===== src/rtl/wb_wen_queue_pkg.sv =====
// Shared constants and the write-back request type for the register-file write-back queue.
package wb_wen_queue_pkg;

  localparam int XLEN  = 32;
  localparam int NREGS = 32;
  localparam int AW    = $clog2(NREGS);

  typedef struct packed {
    logic [AW-1:0]   addr;
    logic [XLEN-1:0] data;
  } wb_req_t;

endpackage


===== src/rtl/wb_wen_queue_onehot_decode.sv =====
// Address-to-one-hot decoder with enable; addresses at or above N decode to all zeros.
module onehot_decode #(
  parameter int N  = 32,
  parameter int AW = $clog2(N)
) (
  input  logic [AW-1:0] addr,
  input  logic          en,
  output logic [N-1:0]  onehot
);

  always_comb begin
    onehot = '0;
    for (int i = 0; i < N; i++) begin
      if (en && (addr == AW'(i))) onehot[i] = 1'b1;
    end
  end

endmodule


===== src/rtl/wb_wen_queue.sv =====
// Write-back staging FIFO feeding a registered one-hot register-file write enable.
// Optional forwarding ports are enabled by defining WB_WEN_QUEUE_BYPASS_EN.
module wb_wen_queue
  import wb_wen_queue_pkg::*;
#(
  parameter int NREGS    = wb_wen_queue_pkg::NREGS,
  parameter int XLEN     = wb_wen_queue_pkg::XLEN,
  parameter int DEPTH    = 4,
  parameter int ZERO_REG = 1,
  localparam int AW      = $clog2(NREGS)
) (
  input  logic             clk,
  input  logic             rst,
  input  logic             req_valid,
  output logic             req_ready,
  input  logic [AW-1:0]    req_addr,
  input  logic [XLEN-1:0]  req_data,
  input  logic             drain_en,
`ifdef WB_WEN_QUEUE_BYPASS_EN
  input  logic [AW-1:0]    byp_addr,
  output logic             byp_hit,
  output logic [XLEN-1:0]  byp_data,
`endif
  output logic [NREGS-1:0] wen,
  output logic [XLEN-1:0]  wdata,
  output logic [NREGS-1:0] pending,
  output logic             empty,
  output logic             full
);

  localparam int PW = $clog2(DEPTH);
  localparam int CW = $clog2(DEPTH + 1);

  logic [AW-1:0]    ent_addr [DEPTH];
  logic [XLEN-1:0]  ent_data [DEPTH];
  logic [DEPTH-1:0] ent_vld;
  logic [NREGS-1:0] ent_oh   [DEPTH];

  logic [PW-1:0]    wr_ptr;
  logic [PW-1:0]    rd_ptr;
  logic [CW-1:0]    count;

  logic             accept;
  logic             addr_ok;
  logic             push;
  logic             pop;
  logic [NREGS-1:0] wen_nxt;
  logic [XLEN-1:0]  wdata_nxt;
  logic [NREGS-1:0] wen_p1;
  logic [XLEN-1:0]  wdata_p1;
  logic             vld_p1;

  assign empty     = (count == '0);
  assign full      = (count == CW'(DEPTH));
  assign req_ready = !full && !rst;

  // Dropped requests (hardwired zero register, out-of-range address) still handshake.
  assign addr_ok = (int'(req_addr) < NREGS) && !((ZERO_REG != 0) && (req_addr == '0));
  assign accept  = req_valid && req_ready;
  assign push    = accept && addr_ok;
  assign pop     = drain_en && !empty && !rst;

  always_ff @(posedge clk) begin
    if (push) begin
      ent_addr[wr_ptr] <= req_addr;
      ent_data[wr_ptr] <= req_data;
    end
  end

  always_ff @(posedge clk) begin
    if (rst) begin
      wr_ptr  <= '0;
      rd_ptr  <= '0;
      count   <= '0;
      ent_vld <= '0;
    end else begin
      if (push) begin
        wr_ptr          <= wr_ptr + PW'(1);
        ent_vld[wr_ptr] <= 1'b1;
      end
      if (pop) begin
        rd_ptr          <= rd_ptr + PW'(1);
        ent_vld[rd_ptr] <= 1'b0;
      end
      case ({push, pop})
        2'b10:   count <= count + CW'(1);
        2'b01:   count <= count - CW'(1);
        default: count <= count;
      endcase
    end
  end

  for (genvar g = 0; g < DEPTH; g++) begin : g_pend
    onehot_decode #(.N(NREGS), .AW(AW)) u_dec (
      .addr   (ent_addr[g]),
      .en     (ent_vld[g]),
      .onehot (ent_oh[g])
    );
  end

  always_comb begin
    pending = '0;
    for (int g = 0; g < DEPTH; g++) pending |= ent_oh[g];
    if (ZERO_REG != 0) pending[0] = 1'b0;
  end

  onehot_decode #(.N(NREGS), .AW(AW)) u_wen_dec (
    .addr   (ent_addr[rd_ptr]),
    .en     (pop),
    .onehot (wen_nxt)
  );

  assign wdata_nxt = pop ? ent_data[rd_ptr] : '0;

  // Stage p1: registered write port
  always_ff @(posedge clk) begin
    if (rst) begin
      wen_p1   <= '0;
      wdata_p1 <= '0;
      vld_p1   <= 1'b0;
    end else begin
      wen_p1   <= wen_nxt;
      wdata_p1 <= wdata_nxt;
      vld_p1   <= pop;
    end
  end

  assign wen   = wen_p1;
  assign wdata = wdata_p1;

`ifdef WB_WEN_QUEUE_BYPASS_EN
  logic [PW-1:0] byp_idx;

  // Output stage first, then queue entries oldest to youngest so the youngest wins.
  always_comb begin
    byp_hit  = 1'b0;
    byp_data = '0;
    byp_idx  = '0;
    if (int'(byp_addr) < NREGS) begin
      if (vld_p1 && wen_p1[byp_addr]) begin
        byp_hit  = 1'b1;
        byp_data = wdata_p1;
      end
      for (int k = 0; k < DEPTH; k++) begin
        byp_idx = PW'(int'(rd_ptr) + k);
        if ((k < int'(count)) && (ent_addr[byp_idx] == byp_addr)) begin
          byp_hit  = 1'b1;
          byp_data = ent_data[byp_idx];
        end
      end
    end
    if ((ZERO_REG != 0) && (byp_addr == '0)) begin
      byp_hit  = 1'b0;
      byp_data = '0;
    end
  end
`endif

endmodule

===== config.mk =====
export PLATFORM = sky130hd
export DESIGN_NAME = wb_wen_queue
export DESIGN_NICKNAME = d
export VERILOG_FILES = /design/src/rtl/wb_wen_queue_pkg.sv /design/src/rtl/wb_wen_queue_onehot_decode.sv /design/src/rtl/wb_wen_queue.sv
export SDC_FILE = /design/constraint.sdc
export NUM_CORES = 1
export LEC_CHECK = 0
export BUFFER_PORTS_ARGS = -buffer_cell sky130_fd_sc_hd__buf_2
export CORE_ASPECT_RATIO = 0.75
export CORE_MARGIN = 4
export CORE_UTILIZATION = 59
export CTS_BUF_LIST = sky130_fd_sc_hd__clkbuf_4 sky130_fd_sc_hd__clkbuf_8
export CTS_CLUSTER_DIAMETER = 30
export DETAILED_ROUTE_END_ITERATION = 12
export GPL_ROUTABILITY_DRIVEN = 0
export PLACE_DENSITY_LB_ADDON = 0.08
export SKIP_CTS_REPAIR_TIMING = 1
export SLEW_MARGIN = 20
export SYNTH_ARGS = -nofsm -noshare
export SYNTH_HDL_FRONTEND = slang
export SYNTH_HIERARCHICAL = 1
export SYNTH_SLANG_ARGS = --single-unit

===== constraint.sdc =====
create_clock -name clk -period 3.03 [get_ports clk]
set_input_delay 0.7575 -clock clk [delete_from_list [all_inputs] [get_ports clk]]
set_output_delay 0.7575 -clock clk [all_outputs]
set_load 0.01 [all_outputs]

# --- Word level (Yosys, flattened, before mapping) ---
# Memory sizes are Yosys's and may differ from the RTL's. A register that Yosys moved wholly into a read port is not among the register bits.
# Cells that the tools add are included.
word_totals:
  memories: 2
  inputBits: 41
  output_inout_bits: 99
  ff_bits: 43
  wordCells: 532
  ramBits: 148
classes:
  addsub: 4
  bitwise: 7
  n_reduce_logical: 180
  n_eq_ne: 158
  magnitude_cmp: 4
  muxes: 172
memory_table:
  columns: ["name", "depth", "width", "rd", "rd_ports_with_merged_regs", "write_ports", "line_no", "rtl"]
  rows:
  - ["ent_data", 4, 32, 1, 1, 1, "wb_wen_queue.sv:35", "logic [XLEN-1:0] ent_data [DEPTH];"]
  - ["ent_addr", 4, 5, 5, 1, 1, "wb_wen_queue.sv:34", "logic [AW-1:0] ent_addr [DEPTH];"]
op_table:
  columns: ["cell", "count"]
  rows:
  - ["== test 5 bit, second input constant", 80]
  - ["== test 5 x 4 -> 1 bit, second input constant", 40]
  - ["logical AND 1 bit", 167]
  - ["2-to-1 mux 1 bit", 164]
  - ["== test 5 x 3 -> 1 bit, second input constant", 20]
  - ["OR 32 bit", 3]
  - ["== test 5 x 2 -> 1 bit, second input constant", 10]
  - ["logical NOT 5 bit", 6]
  - ["== test 5 x 1 -> 1 bit, second input constant", 5]
  - ["2-to-1 mux 4 bit", 3]
  - ["less-than comparator 2 x 3 -> 1 bit, second input constant", 2]
  - ["case mux 3 bit (2 select lines)", 1]
  - ["adder 2 x 1 -> 2 bit, second input constant", 2]
  - ["bitwise AND 4 bit", 1]
  - ["demux 1 bit (select 2 bit)", 2]
  - ["greater-or-equal comparator 2 x 1 -> 1 bit, second input constant", 2]
  - ["logical NOT 1 bit", 4]
  - ["2-to-1 mux 2 bit", 2]
  - ["NOT 4 bit", 1]
  - ["OR 4 bit", 1]
  - ["adder 3 x 1 -> 3 bit, second input constant", 1]
  - ["== test 3 bit, second input constant", 1]
  - ["logical NOT 3 bit", 1]
  - ["subtractor 3 x 1 -> 3 bit, second input constant", 1]
  - ["other kinds (5)", 5]

# --- Longest topological paths before layout ---
depth:
  depth_word: 9
  depth_mapped: 11
  ltp_nobuf: 10

# --- Cells and area by module ---
# Netlist, hierarchy kept.
by_module_without_submodules:
  columns: ["mod", "n_inst", "cells_each", "area_each_um2", "seq_area_each_um2"]
  rows:
  - ["wb_wen_queue", 1, 444, 8101.5, 5985.7]
  - ["onehot_decode", 5, 47, 234.0, 0.0]

# --- Least setup slack after synthesis ---
# OpenSTA, ideal clock, no wires.
synth_timing:
  kind: "input -> register"
  from: "input rst"
  to: "register count[2]"
  arrival_time_ps: 2571
  stages: 10
  setup_slack_ps: 387
  setup_time_ps: 72
  n_path_buf: 2
  t_required_ps: 2958
  path_cell_list: "buf_2 > nand2b_2 > buf_2 > inv_2 > ha_1 > inv_1 > fa_1 > xor2_1 > or3_1 > a21oi_1"
synth_via:
  elab_cells_between_ends: 9
  classes_between: "eq/ne (2); mux (1); reduce/logical (6)"
synth_rtl:
  columns: ["item", "line_no", "rtl"]
  rows:
  - ["start: declaration", "wb_wen_queue.sv:13", "input logic rst,"]
  - ["logical NOT 1 bit *", "wb_wen_queue.sv:61", "assign pop = drain_en && !empty && !rst;"]
  - ["logical AND 1 bit *", "wb_wen_queue.sv:61", null]
  - ["named net pop", "wb_wen_queue.sv:46", "logic pop;"]
  - ["== test 2 x 1 -> 1 bit or == test 2 bit (tied branches)", "wb_wen_queue.sv:85", "case ({push, pop})"]
  - ["case mux 3 bit (2 select lines) or nonzero test 2 bit (tied branches)", null, null]
  - ["end signal: assignment", "wb_wen_queue.sv:86", "2'b10: count <= count + CW'(1);"]
  - ["end signal: assignment", "wb_wen_queue.sv:87", "2'b01: count <= count - CW'(1);"]
  - ["end signal: assignment", "wb_wen_queue.sv:88", "default: count <= count;"]
  - ["end: declaration", "wb_wen_queue.sv:41", "logic [CW-1:0] count;"]
# The timed path passes the listed nets; every way through them passes the cells marked *.
# A chain may end at the register's enable or synchronous reset.

==> results.md <==
* Vias at 5987
* Global-route usage over all layers at 0.227
* Core area at 15300 µm²
* Residual DRC at 0
* Syn avg cell area at 13.7 µm²
* Worst Skew at 23.8 ps
* Hold depth at 1
* Post-Syn Area at 9260 µm²
* Max-cap violation count at 0
* Ys Warns at 6
* Max Fclk at 342 MHz
* Hold Vio Cnt, Final at 0
* ANT nets after route at 0
* Highest fanout seen on the critical path at 8
* Worst flop-to-flop path startpoint: count[0]$_SDFFE_PP0P_
* Starting DRT DRC Count at 399
* Tcrit/Tclk final at 0.964
* Sink Count at 225
* Worst-case clock buffer depth at 3
* Flop2flop setup slack at 690 ps
* Die Area at 17800 µm²
* CP startpoint kind: flop
* # fillers at 1037
* Vias in the first global route at 6103
* P per Cell Area at 612 nW/µm²
* Routed WL at 20000 µm
* M1 WL at 8020 µm
* Detail Placement HPWL at 13200 µm
* Buffers added on ports at 138
* Area of the multi-input gates at 3050 µm²
* Crit path capture type: output port
* Kind of critical path: reg2out
* HP Class: in2reg
* Max layer used: met5
* Final Setup Violations at 0
* Reg area at 5990 µm²
* DR WL/cell at 18.7 µm
* LEAKAGE at 0.00414 µW
* Nets@finish at 883
* First-pass GRT wire length at 31900 µm
* Minimum clock period at 2920 ps
* Reg2Reg Depth at 10
* Outcome: finished, final reports clean
* Met3 wire len at 1800 µm
* Aggregate global routing overflow at 0
* Die Width at 153 µm
* Rel. slew slack at 0.411
* CTS tree: built
* Die H at 116 µm
* Vias/cell at 5.62
* Slew @ Worst Pin at 883 ps
* Hold-critical path endpoint: ent_data[0][18]$_DFFE_PP_
* Area added between synthesis and finish at 18.2%
* Final hold slack at 446 ps
* Clk slew on worst S/H paths at 60 ps
* Syn_nets at 726
* Clock Latency Late Sink at 530 ps
* Crit path launch: ent_addr[1][3]$_DFFE_PP_
* I/O Pins at 140
* Total CTS buffers at 38
* H-tree level count at 2
* Initial antenna violation count at 1
* Final TNS setup at 0 ps
* Reg2Reg Capture Point: count[2]$_SDFFE_PP0P_
* Met2 wire len at 9620 µm
* Unrepaired setup endpoints after global routing: false
* Largest net degree at the start of global routing at 45
* Router iterations before antenna repair at 5
* Worst EP arrival at 2160 ps
* Max-slew violation count at 0
* Root Buffer: clkbuf_8
* Gate Count Post-Synth at 675
* Initial Utilization at 0.604
* Row count at 39
* Layout cells sized above 1 at 0.334
* Peak VDD IR at 0.000545 V
* CP required at 2270 ps
* Hold_sp: req_data[18]
worst max-delay path, cell delays in order (launching register included):
cell and delay, ps:
edfxtp_1 470, nand2b_1 370, nor2_1 80, or4_1 560
buf_2 160
per-layer routing:
layer / global-route usage / up-vias
met4: 0.0843 / 2
met3: 0.0585 / 54
met2: 0.384 / 291
met1: 0.290 / 2865
met5: 0 / -
li1: - / 2775
area by class of cell:
type	count	share of cell area
Antenna cell	1	0.000229
Clock buffer	52	0.0597
Clock inverter	16	0.0121
Inverter	9	0.00309
Multi-Input combinational cell	406	0.279
Sequential cell	225	0.547
Tap cell	205	0.0234
Timing Repair Buffer	152	0.0750
per-stage QoR:
stage / cell area [µm²] / util / instances / power (µW) / setup slack, ps
after floorplan: 9260 / - / 675 / 3900 / 387
after global placement: 10100 / 0.662 / 997 / 4050 / 334
after detailed placement: 10100 / 0.662 / 997 / 4070 / 274
after CTS: 10900 / 0.714 / 1065 / 6770 / 98.6
after global routing: 10900 / 0.714 / 1065 / 6980 / 19.8
final: 10900 / 0.714 / 1066 / 6700 / 109
flip-flops by register name, summed over array words and instances, names as in the netlist, named ones only:
| register | count |
|---|---|
| ent_data | 128 |
| wdata | 32 |
| wen | 32 |
| ent_addr | 20 |
| ent_vld | 4 |
| count | 3 |
| rd_ptr | 2 |
| wr_ptr | 2 |
cell usage in the layout, fill, tap and decap left out, types with 4 or more instances in the layout:
master       n
dfxtp_1     75
or4_1       31
buf_4       12
inv_1        7
nand2b_1    10
and3_2       4
mux4_2      37
buf_2      138
nand4bb_1   15
clkbuf_8    42
nand4b_1    15
ha_1         9
a2111oi_2    4
nor2_1     167
nand2_1      8
clkinv_1     4
edfxtp_1   148
clkbuf_4    10
a21oi_1      4
nand4_1      5
nor2b_1     64
or2_2        5
or4b_4       5
power by group:
part           switching (µW)  internal, µW
combinational             274           265
sequential               89.4          3380
clock                    1180          1510
total                    1540          5160
how the worst max path moves through the flow:
stage / cells past startpoint / endpoint / slack, ps
detailed placement: 11 / count[2]$_SDFFE_PP0P_ / 270
floorplan: 10 / count[2]$_SDFFE_PP0P_ / 390
CTS: 4 / pending[18] / 100
global route: 4 / pending[8] / 20
finish: 4 / pending[11] / 110
global placement: 11 / count[2]$_SDFFE_PP0P_ / 330
Power figures use the tool's default switching activity.
